## src/rtl/instr_fetch_unit.sv

```systemverilog
// Instruction fetch front end: PC generation, request/grant memory handshake,
// in-order response buffering and branch redirect with stale-response flushing.
module instr_fetch_unit #(
    parameter logic [31:0] RESET_PC   = 32'h0000_0000,
    parameter int unsigned FIFO_DEPTH = 2
) (
    input  logic        clk,
    input  logic        rst,
    output logic        imem_req,
    output logic [31:0] imem_addr,
    input  logic        imem_gnt,
    input  logic        imem_rvalid,
    input  logic [31:0] imem_rdata,
    output logic [31:0] Ins,
    output logic        en,
    output logic [31:0] pc_out,
    input  logic        stall,
    input  logic        Branch,
    input  logic [31:0] branch_target
);

    localparam int unsigned PTR_W = (FIFO_DEPTH > 1) ? $clog2(FIFO_DEPTH) : 1;
    localparam int unsigned CNT_W = PTR_W + 1;
    localparam int unsigned SUM_W = CNT_W + 1;

    localparam logic [31:0] NOP_INSN = 32'h0000_0013;
    localparam logic [31:0] PC_INIT  = RESET_PC & 32'hFFFF_FFFC;

    localparam logic [0:0] ST_RUN   = 1'b0;
    localparam logic [0:0] ST_FLUSH = 1'b1;

    logic [0:0]       state_q,    state_d;
    logic [31:0]      fetch_pc_q, fetch_pc_d;
    logic [CNT_W-1:0] outs_q,     outs_d;
    logic [CNT_W-1:0] drop_q,     drop_d;
    logic [CNT_W-1:0] cnt_q,      cnt_d;
    logic [PTR_W-1:0] wr_ptr_q,   wr_ptr_d;
    logic [PTR_W-1:0] rd_ptr_q,   rd_ptr_d;
    logic [31:0]      last_pc_q;

    logic [31:0] word_mem [FIFO_DEPTH];
    logic [31:0] pc_mem   [FIFO_DEPTH];

    logic             grant;
    logic             push;
    logic             pop;
    logic [CNT_W-1:0] live;
    logic [31:0]      resp_pc;
    logic [31:0]      target_pc;

    // Requests are capped so every in-flight word already owns a buffer slot.
    assign imem_req  = ~rst & ~Branch &
                       ((SUM_W'(outs_q) + SUM_W'(cnt_q)) < SUM_W'(FIFO_DEPTH));
    assign imem_addr = fetch_pc_q;
    assign grant     = imem_req & imem_gnt;

    // Oldest live request PC: fetch_pc minus the live (non-stale) in-flight count.
    assign live      = outs_q - drop_q;
    assign resp_pc   = fetch_pc_q - (32'(live) << 2);
    assign target_pc = branch_target & 32'hFFFF_FFFC;

    assign push   = imem_rvalid & ~Branch & (state_q == ST_RUN);
    assign en     = (cnt_q != '0);
    assign pop    = en & ~stall & ~Branch;
    assign Ins    = en ? word_mem[rd_ptr_q] : NOP_INSN;
    assign pc_out = en ? pc_mem[rd_ptr_q] : last_pc_q;

    always_comb begin
        state_d    = state_q;
        fetch_pc_d = fetch_pc_q;
        outs_d     = outs_q;
        drop_d     = drop_q;
        cnt_d      = cnt_q;
        wr_ptr_d   = wr_ptr_q;
        rd_ptr_d   = rd_ptr_q;

        if (grant) begin
            outs_d     = outs_d + CNT_W'(1);
            fetch_pc_d = fetch_pc_q + 32'd4;
        end
        if (imem_rvalid && (outs_q != '0)) begin
            outs_d = outs_d - CNT_W'(1);
        end

        if (Branch) begin
            // Everything still owed after this cycle belongs to the wrong path.
            fetch_pc_d = target_pc;
            cnt_d      = '0;
            wr_ptr_d   = '0;
            rd_ptr_d   = '0;
            drop_d     = outs_d;
            state_d    = (outs_d != '0) ? ST_FLUSH : ST_RUN;
        end else begin
            case (state_q)
                ST_FLUSH: begin
                    if (imem_rvalid) begin
                        drop_d = drop_q - CNT_W'(1);
                        if (drop_q == CNT_W'(1)) begin
                            state_d = ST_RUN;
                        end
                    end
                end
                default: begin
                end
            endcase

            if (push) begin
                wr_ptr_d = wr_ptr_q + PTR_W'(1);
            end
            if (pop) begin
                rd_ptr_d = rd_ptr_q + PTR_W'(1);
            end
            case ({push, pop})
                2'b10:   cnt_d = cnt_q + CNT_W'(1);
                2'b01:   cnt_d = cnt_q - CNT_W'(1);
                default: cnt_d = cnt_q;
            endcase
        end
    end

    always_ff @(posedge clk or posedge rst) begin
        if (rst) begin
            state_q    <= ST_RUN;
            fetch_pc_q <= PC_INIT;
            outs_q     <= '0;
            drop_q     <= '0;
            cnt_q      <= '0;
            wr_ptr_q   <= '0;
            rd_ptr_q   <= '0;
            last_pc_q  <= PC_INIT;
        end else begin
            state_q    <= state_d;
            fetch_pc_q <= fetch_pc_d;
            outs_q     <= outs_d;
            drop_q     <= drop_d;
            cnt_q      <= cnt_d;
            wr_ptr_q   <= wr_ptr_d;
            rd_ptr_q   <= rd_ptr_d;
            last_pc_q  <= pc_out;
        end
    end

    // Buffer storage needs no reset; validity is carried by cnt_q.
    always_ff @(posedge clk) begin
        if (push) begin
            word_mem[wr_ptr_q] <= imem_rdata;
            pc_mem[wr_ptr_q]   <= resp_pc;
        end
    end

endmodule
```

## config.mk

```make
export PLATFORM = sky130hd
export DESIGN_NAME = instr_fetch_unit
export DESIGN_NICKNAME = d
export VERILOG_FILES = /design/src/rtl/instr_fetch_unit.sv
export SDC_FILE = /design/constraint.sdc
export NUM_CORES = 1
export LEC_CHECK = 0
export CORE_UTILIZATION = 40
export DETAILED_ROUTE_END_ITERATION = 12
export PLACE_DENSITY = 0.64
export RECOVER_POWER = 100
export SLEW_MARGIN = 40
export SYNTH_ARGS = -nofsm -noshare
export SYNTH_HDL_FRONTEND = slang
export SYNTH_SLANG_ARGS = --single-unit
```

## constraint.sdc

```tcl
create_clock -name clk -period 12.16 [get_ports clk]
set_clock_uncertainty 0.15 [all_clocks]
set_input_delay 1.824 -clock clk [delete_from_list [all_inputs] [get_ports clk]]
set_output_delay 1.824 -clock clk [all_outputs]
set_load 0.02 [all_outputs]
```

==> reports/results.ini, run 1 <==
[power_and_ir_drop]
seq_power_share_pct = 44.4
ir_worst_vdd_uv = 93.9
comb_power_share_pct = 28.3
clkPwrFrac_pct = 27.2
internal_power_mw = 1.37
power_density_nw_per_um2 = 182
p_leak_nw = 4.18
p_sw_mw = 0.634
sw_frac_of_total_pct = 31.6

[placed_design]
place_inst = 1097
post-place-ws_ps = 6560
io_buffers = 163
dp_hpwl_um = 12300
gp_congestion = 0.804

[synthesis]
synth-seq-area-share_pct = 62.8
synth.largest_area_cell = edfxtp_1
ys_types = 59
syn_area_sq_um = 8750
async_flop_share_pct = 36.4
synth-seq-cells = 195
ys_warn_count = 0
synthFlopType = edfxtp_1
synth_edf_count = 124
synth_top_area_share_pct = 42.5
avgSynthCellArea_sq_um = 12.6
postSynthCellCount = 695
synthTopCellsByArea = edfxtp_1, dfrtp_1, mux2i_1

[worst_setup_path]
start_kind = flop
worstPathRequired_ps = 10190
crit_type = reg2out
end_kind = primary output
worstPathMaxFanout = 94
cp_data_arrival_time_ps = 5280

[timing]
maxSlewHeadroom_pct = -176
setup_tns_ps = 0
hold_viol = 0
layout_setup_ws_ps = 4900
setup_viol = 0
period_needed_ps = 7260
rsz0062_at_grt = false
fmax_ghz = 0.138
fin_crit_sh_pct = 59.7
final_max_slew_viol_count = 337
worst_pin_slew_ps = 4140

[layout]
fin_nets = 919
final_core_util_pct = 52.1
nFillCells = 1858
layout_common_cells = dlygate4sd3_1, edfxtp_1, nand2_1
seqCellArea_sq_um = 5500
final_common_cell = dlygate4sd3_1
multi_input_area_sq_um = 2900
drive_above_1_share_pct = 5.62
final_cells = 1129
area_delta_synth_final_pct = 26.3
antennaDiodeCount = 0

[cts]
cts.repair.resized = 0
cts.sinks = 195
clockRootBuffer = clkbuf_16
cts_buffer_depth = 2
h-tree-depth = 4
clkTransAtPathRegs_ps = 70
cts_tree = done
postCtsSetupBuffers = 0
holdBufCountCts = 0
cts_buffers = 17
clk_latency_ps = 430

[route]
postRouteAntennaNets = 0
firstDrtPassIters = 4
drt-total-wl_um = 18500
drc = 0
route.vias.total = 5755
vias_per_cell = 5.10
wire_per_inst_um = 16.4
drtIter0Drc = 325

[min_path]
worstHoldPathType = reg2reg

[die]
dieWidth_um = 150
ios = 168
rows = 53
die_h_um = 150
start_util_pct = 41.2
core_sq_um = 21200
dieArea_sq_um = 22500

[global_route]
grt_pass1_wl_um = 29500
grt_max_degree = 95
grt_pass1_vias = 5502
grt_overflow = 0
grt.total_usage_pct = 17.2
grt_antenna_before_repair = 0

[outcome]
outcome = finished, violations left
violations = capacitance limit, slew limit

[job]
drv_cap = 5

==> kinds of logic (layout without fill, tap and decap cells) <==
group	after synthesis	after routing	synth area share, %
AND/OR/NAND/NOR	225	225	13.7
flip-flops	195	195	62.8
AO/OA/AOI/OAI	98	98	7.33
multiplexers	69	69	7.89
buffers and inverters	62	220	3.15
XOR/XNOR	37	37	3.70
adder cells (fa/ha/maj)	8	8	1.32
other	1	2	0.0428
==> registers in the layout (all words and copies together) (netlist names), 2 cells and up <==
signal and count:
last_pc_q 32, drop_q 2, imem_addr 30, outs_q 2, cnt_q 2, word_mem 64, pc_mem 60
==> through the flow <==
stage / hold WS [ps] / area [sq um] / power (mW)
6_report: 332 / 11100 / 2.01
5_1_grt: 376 / 11100 / 2.13
4_1_cts: 342 / 11200 / 2.08
3_5_place_dp: 323 / 10600 / 1.53
3_3_place_gp: 317 / 10600 / 1.52
2_1_floorplan: 375 / 8760 / 1.26
==> power by group through the flow <==
stage	Clock, mW	Sequential [mW]	Combinational (mW)
after floorplan	0	0.891	0.371
after global placement	0	0.901	0.616
after detailed placement	0	0.904	0.624
after CTS	0.564	0.890	0.628
after global routing	0.590	0.907	0.631
final	0.547	0.892	0.569
==> area by class of cell <==
type	count	area share (%)
repair buffers	169	15.0
well taps	275	3.11
inverters	19	0.645
clock inverters	12	1.20
flip-flops and latches	195	49.8
multi-input cells	439	26.2
clock buffers	20	4.04
==> layer usage <==
| metal | global-route usage (%) | up-vias | share of wire [%] |
|---|---|---|---|
| met5 | 0 | - | 0 |
| met4 | 4.85 | 0 | 0.99 |
| met3 | 4.97 | 17 | 6.8 |
| met2 | 25.8 | 210 | 45 |
| met1 | 24.3 | 2701 | 47 |
| li1 | - | 2827 | - |
==> critical path, stage by stage (launching register included) <==
cell,delay [ps]
dfrtp_1,470
nor2_4,100
clkbuf_1,2600
o21ai_0,760
dlygate4sd3_1,870
==> final timing paths <==
| path | slack, ps | to | depth (start not counted) | from |
|---|---|---|---|---|
| worst min-delay path | 330 | last_pc_q[24]$_DFF_PP0_ | 2 | last_pc_q[24]$_DFF_PP0_ |
| max in group asynchronous | 5660 | rd_ptr_q$_DFFE_PP0P_ | 3 | rst |
| min in group asynchronous | 3310 | imem_addr[2]$_DFFE_PP0N_ | 3 | rst |
| worst max-delay path | 4900 | pc_out[16] | 4 | cnt_q[1]$_DFFE_PP0P_ |
| worst min register to register | 330 | last_pc_q[24]$_DFF_PP0_ | 2 | last_pc_q[24]$_DFF_PP0_ |
| worst max register to register | 7680 | last_pc_q[16]$_DFF_PP0_ | 3 | cnt_q[1]$_DFFE_PP0P_ |
==> synthesized netlist by cell type (5+ instances only) <==
master,count
nor3_1,8
nor2_1,61
clkbuf_1,28
nand3_1,17
o211ai_1,9
ha_1,6
dfrtp_1,71
a221o_1,5
o311ai_0,11
mux2i_1,69
buf_2,7
nand2_1,73
inv_1,19
and3_1,5
o21ai_0,47
a21oi_1,11
nor3_2,7
xor2_1,23
nand4_1,10
edfxtp_1,124
xnor2_1,14
Power figures use the tool's default switching activity.
==> inputs of run 2 (changes only) <==
Settings changed: PLACE_DENSITY 0.64 to 0.67.
Clock period 12.16 ns to 6.3 ns, I/O delays scaled along.
==> run 2 against run 1 <==
  * The flow still finishes with violations (capacitance limit, slew limit)
  * Register-to-register slack lost 5400 ps
  * Combinational power grew 95%
  * Global-route usage grew 0.25 points
  * Flip-flop and latch count is the same
  * Wire length grew 1.1%
  * Design area grew 1.0%
  * Setup slack lost 3600 ps
  * Critical path depth is the same
  * Highest routed layer unchanged
==> reports/results.ini, run 2 (synthesized netlist as in run 1, its figures left out) <==
[worst_setup_path]
cp_cell_sequence = buf_4, mux2i_1, o21ai_0, dlygate4sd3_1
crit_type = reg2out
worstReg2RegStart = outs_q[0]$_DFF_PP0_
max_stage_delay_ps = 1470
cpMaxStageDelayCell = dfrtp_1
cp.depth = 4
end_kind = primary output
path_buf_inv = 2
start_kind = flop
rrSetupSlack_ps = 2290
cp_data_arrival_time_ps = 3900
startpoint = rd_ptr_q$_DFFE_PP0P_
critPathCapture = pc_out[10]
rr_endpoint = pc_mem[0][17]$_DFFE_PP_
worstPathMaxFanout = 33
r2r_cells = 10
worstPathRequired_ps = 5200
cp_top_family = flip-flops

[cts]
holdBufCountCts = 0
clkTransAtPathRegs_ps = 70
clk_latency_ps = 430
cts_tree = done
h-tree-depth = 4
clockRootBuffer = clkbuf_16
cts.repair.resized = 0
cts.sinks = 195
cts_buffers = 17
cts_buffer_depth = 2
postCtsSetupBuffers = 0

[layout]
final_common_cell = dlygate4sd3_1
final_cells = 1131
largest_reg_flops = 64
fin_nets = 921
antennaDiodeCount = 0
drive_above_1_share_pct = 6.19
nFillCells = 1862
largest_register = word_mem
reg_top3 = word_mem (64), pc_mem (60), last_pc_q (32)
multi_input_area_sq_um = 2910
seqCellArea_sq_um = 5500
area_delta_synth_final_pct = 27.6
design_area_sq_um = 11200
final_core_util_pct = 52.6
layout_common_cells = dlygate4sd3_1, edfxtp_1, nand2_1

[placed_design]
post-place-ws_ps = 1780
dp_hpwl_um = 12400
io_buffers = 163
gp_congestion = 0.815
dpl_cell_area_sq_um = 10600
place_inst = 1099

[route]
wire_per_inst_um = 16.6
firstDrtPassIters = 4
drt-total-wl_um = 18700
drc = 0
drtIter0Drc = 307
route.vias.total = 5834
vias_per_cell = 5.16
postRouteAntennaNets = 0

[outcome]
outcome = finished, violations left
violations = capacitance limit, slew limit

[timing]
maxSlewHeadroom_pct = -12.9
period_needed_ps = 4990
rsz0062_at_grt = false
hold_viol = 0
layout_setup_ws_ps = 1310
hold_ws_ps = 334
fmax_ghz = 0.200
fin_crit_sh_pct = 79.3
worst_pin_slew_ps = 1690
final_max_slew_viol_count = 96
setup_tns_ps = 0
setup_viol = 0

[global_route]
grt_max_degree = 95
grt_pass1_wl_um = 29900
grt_overflow = 0
grt_pass1_vias = 5775
grt_antenna_before_repair = 0
grt.total_usage_pct = 17.5

[min_path]
worstHoldPathType = reg2reg

[die]
die_h_um = 150
core_sq_um = 21200
rows = 53
dieArea_sq_um = 22500
dieWidth_um = 150
start_util_pct = 41.2
ios = 168

[power_and_ir_drop]
sw_frac_of_total_pct = 31.2
ir_worst_vdd_uv = 175
p_sw_mw = 1.25
power_density_nw_per_um2 = 359
seq_power_share_pct = 42.8
clkPwrFrac_pct = 29.5
finalPower_mw = 4.01
comb_power_share_pct = 27.6
p_leak_nw = 4.26
internal_power_mw = 2.76

[job]
drv_cap = 2

## run 2: how the worst min path moves through the flow
| stage | end | depth (start not counted) | start | slack (ps) |
|---|---|---|---|---|
| after global placement | last_pc_q[1]$_DFF_PP0_ | 1 | last_pc_q[1]$_DFF_PP0_ | 320 |
| after global routing | last_pc_q[4]$_DFF_PP0_ | 2 | last_pc_q[4]$_DFF_PP0_ | 360 |
| after CTS | last_pc_q[0]$_DFF_PP0_ | 1 | last_pc_q[0]$_DFF_PP0_ | 350 |
| final | last_pc_q[7]$_DFF_PP0_ | 2 | last_pc_q[7]$_DFF_PP0_ | 330 |
| after floorplan | state_q$_DFF_PP0_ | 2 | state_q$_DFF_PP0_ | 380 |
| after detailed placement | last_pc_q[0]$_DFF_PP0_ | 1 | last_pc_q[0]$_DFF_PP0_ | 320 |
## run 2: layout make-up
cell class / count / share of cell area (%)
Sequential cell: 195 / 49.3
Multi-Input combinational cell: 439 / 26.1
Timing Repair Buffer: 171 / 15.1
Clock buffer: 19 / 4.16
Tap cell: 275 / 3.08
Clock inverter: 13 / 1.73
Inverter: 19 / 0.639
## run 2: layer usage
metal / global-route usage [%] / part of all wire, % / vias up
met3: 4.36 / 6.4 / 14
met1: 22.7 / 45 / 2796
met2: 28.8 / 48 / 207
met4: 5.20 / 0.95 / 0
met5: 0 / 0 / -
li1: - / - / 2817
## run 2: worst reg2reg max path, cell delays in order, from the launching register on
cell	delay [ps]
dfrtp_1	370
inv_1	100
ha_1	220
xnor2_1	130
xnor2_1	260
inv_1	80
ha_1	290
a2111oi_0	1210
nand3_1	410
nor3_1	310
xor2_1	280
## run 2: power groups by stage
stage                     sequential (mW)  clock (mW)  combinational [mW]
final                                1.72        1.18                1.11
after global placement               1.74           0                1.19
after global routing                 1.74        1.27                1.23
after CTS                            1.72        1.22                1.22
after detailed placement             1.74           0                1.21
after floorplan                      1.72           0               0.717
==> inputs of run 3 (changes only) <==
Settings changed: PLACE_DENSITY 0.67 to 0.64.
Clock period 6.3 ns to 4.9 ns, I/O delays scaled along.
==> run 3 against run 2 <==
  * The flow still finishes with violations (capacitance limit, slew limit)
  * Total power up 24%
  * Design area down 0.64%
  * First-iteration DRC count down 21%
  * Non-clock buffer count up 2
  * Die area unchanged
  * Sequential share of layout area up 0.32 points
  * Count of clock-buffer cells in the layout up 3
  * Register-to-register slack worse by 1500 ps
  * Critical path type unchanged
  * Largest power group unchanged
==> reports/results.ini, run 3 (synthesized netlist as in run 1, its figures left out) <==
[outcome]
outcome = finished, violations left
violations = capacitance limit, slew limit

[layout]
area_delta_synth_final_pct = 26.8
layout_common_cells = dlygate4sd3_1, edfxtp_1, nand2_1
drive_above_1_share_pct = 6.18
reg_top3 = word_mem (64), pc_mem (60), last_pc_q (32)
largest_reg_flops = 64
seqCellArea_sq_um = 5500
multi_input_area_sq_um = 2900
largest_register = word_mem
nFillCells = 1873
final_common_cell = dlygate4sd3_1
fin_nets = 923
antennaDiodeCount = 0

[global_route]
grt_overflow = 0
grt_antenna_before_repair = 0
grt.total_usage_pct = 17.8
grt_pass1_wl_um = 30400
grt_pass1_vias = 5773
grt_max_degree = 63

[route]
drc = 0
postRouteAntennaNets = 0
drtIter0Drc = 243
wire_per_inst_um = 16.8
vias_per_cell = 5.14
firstDrtPassIters = 4
route.vias.total = 5818
drt-total-wl_um = 19000

[worst_setup_path]
r2r_cells = 10
cp_data_arrival_time_ps = 3330
rrSetupSlack_ps = 760
crit_type = reg2out
rr_endpoint = pc_mem[0][31]$_DFFE_PP_
end_kind = primary output
cpMaxStageDelayCell = dfrtp_1
start_kind = flop
worstReg2RegStart = outs_q[0]$_DFF_PP0_
cp_cell_sequence = buf_12, buf_4, mux2i_1, nor2_1, dlygate4sd3_1
max_stage_delay_ps = 1330
worstPathMaxFanout = 27
worstPathRequired_ps = 4010

[die]
start_util_pct = 41.2
rows = 53
core_sq_um = 21200
ios = 168
dieWidth_um = 150
dieArea_sq_um = 22500
die_h_um = 150

[cts]
holdBufCountCts = 0
clk_latency_ps = 430
postCtsSetupBuffers = 0
clkTransAtPathRegs_ps = 70
cts_tree = done
cts.repair.resized = 0
cts.sinks = 195
h-tree-depth = 4
cts_buffers = 17
clockRootBuffer = clkbuf_16
cts_buffer_depth = 2

[timing]
fmax_ghz = 0.237
hold_viol = 0
setup_tns_ps = 0
final_max_slew_viol_count = 63
worst_pin_slew_ps = 1670
period_needed_ps = 4210
rsz0062_at_grt = false
fin_crit_sh_pct = 86.0
maxSlewHeadroom_pct = -11.6
setup_viol = 0

[placed_design]
io_buffers = 163
gp_congestion = 0.819
dp_hpwl_um = 13100

[power_and_ir_drop]
finalPower_mw = 4.96
p_leak_nw = 4.21
power_density_nw_per_um2 = 447
clkPwrFrac_pct = 27.0
sw_frac_of_total_pct = 31.8
internal_power_mw = 3.38
comb_power_share_pct = 28.6
seq_power_share_pct = 44.4
ir_worst_vdd_uv = 239
p_sw_mw = 1.58

[min_path]
holdPathStages = 2
worstHoldPathType = reg2reg
hp-start = last_pc_q[22]$_DFF_PP0_
min_to = last_pc_q[22]$_DFF_PP0_

[job]
drv_cap = 2

-- run 3: cell types whose count changed in the layout (fill, tap and decap cells not counted), sizes merged --
cell           previous run  this run
dlygate4sd3             130       128
bufinv                    4         1
clkinvlp                  0         2
clkbuf                   24        26
clkdlybuf4s50            33        35
inv                      24        22
buf                       3         6
-- run 3: metal layers --
metal | vias to the layer above | track usage, % | share of wire (%)
met2 | 202 | 27.1 | 44
met1 | 2763 | 25.0 | 48
met5 | - | 0 | 0
li1 | 2828 | - | -
met3 | 25 | 3.75 | 5.9
met4 | 0 | 6.82 | 1.6
-- run 3: how the worst max path moves through the flow --
stage | start | end | slack [ps] | depth (start not counted)
after floorplan | Branch | pc_mem[0][10]$_DFFE_PP_ | 710 | 3
after global routing | rd_ptr_q$_DFFE_PP0P_ | Ins[31] | 450 | 5
after CTS | cnt_q[1]$_DFFE_PP0P_ | pc_out[16] | 1060 | 5
after detailed placement | Branch | word_mem[1][26]$_DFFE_PP_ | 1130 | 4
final | rd_ptr_q$_DFFE_PP0P_ | Ins[6] | 690 | 5
after global placement | Branch | word_mem[1][26]$_DFFE_PP_ | 1110 | 4
-- run 3: area by class of cell --
class / instances / area share (%)
Sequential cell: 195 / 49.6
Multi-Input combinational cell: 439 / 26.1
Timing Repair Buffer: 173 / 15.4
Clock buffer: 22 / 4.29
Tap cell: 275 / 3.10
Clock inverter: 10 / 0.880
Inverter: 19 / 0.643
-- run 3: per-stage QoR --
stage          hold slack [ps]  utilization [%]  area [sq um]  std cells  setup slack (ps)
3_3_place_gp               315             50.0         10600       1100              1110
4_1_cts                    334             52.9         11200       1133              1060
2_1_floorplan              384                -          8760        696               706
3_5_place_dp               319             50.2         10600       1101              1130
5_1_grt                    352             52.3         11100       1133               454
6_report                   335             52.3         11100       1133               686
-- run 3: worst max-delay path: cells and delay by family, from the launching register on --
| kind | cells | cell delay, ps |
|---|---|---|
| multiplexers | 1 | 220 |
| buffers and inverters | 3 | 1300 |
| flip-flops | 1 | 1330 |
| AND/OR/NAND/NOR | 1 | 50 |
-- run 3: power groups by stage --
stage          Combinational [mW]  Clock [mW]  Sequential [mW]
3_3_place_gp                 1.52           0             2.25
3_5_place_dp                 1.56           0             2.24
2_1_floorplan               0.922           0             2.21
6_report                     1.42        1.34             2.20
4_1_cts                      1.57        1.37             2.21
5_1_grt                      1.57        1.44             2.24
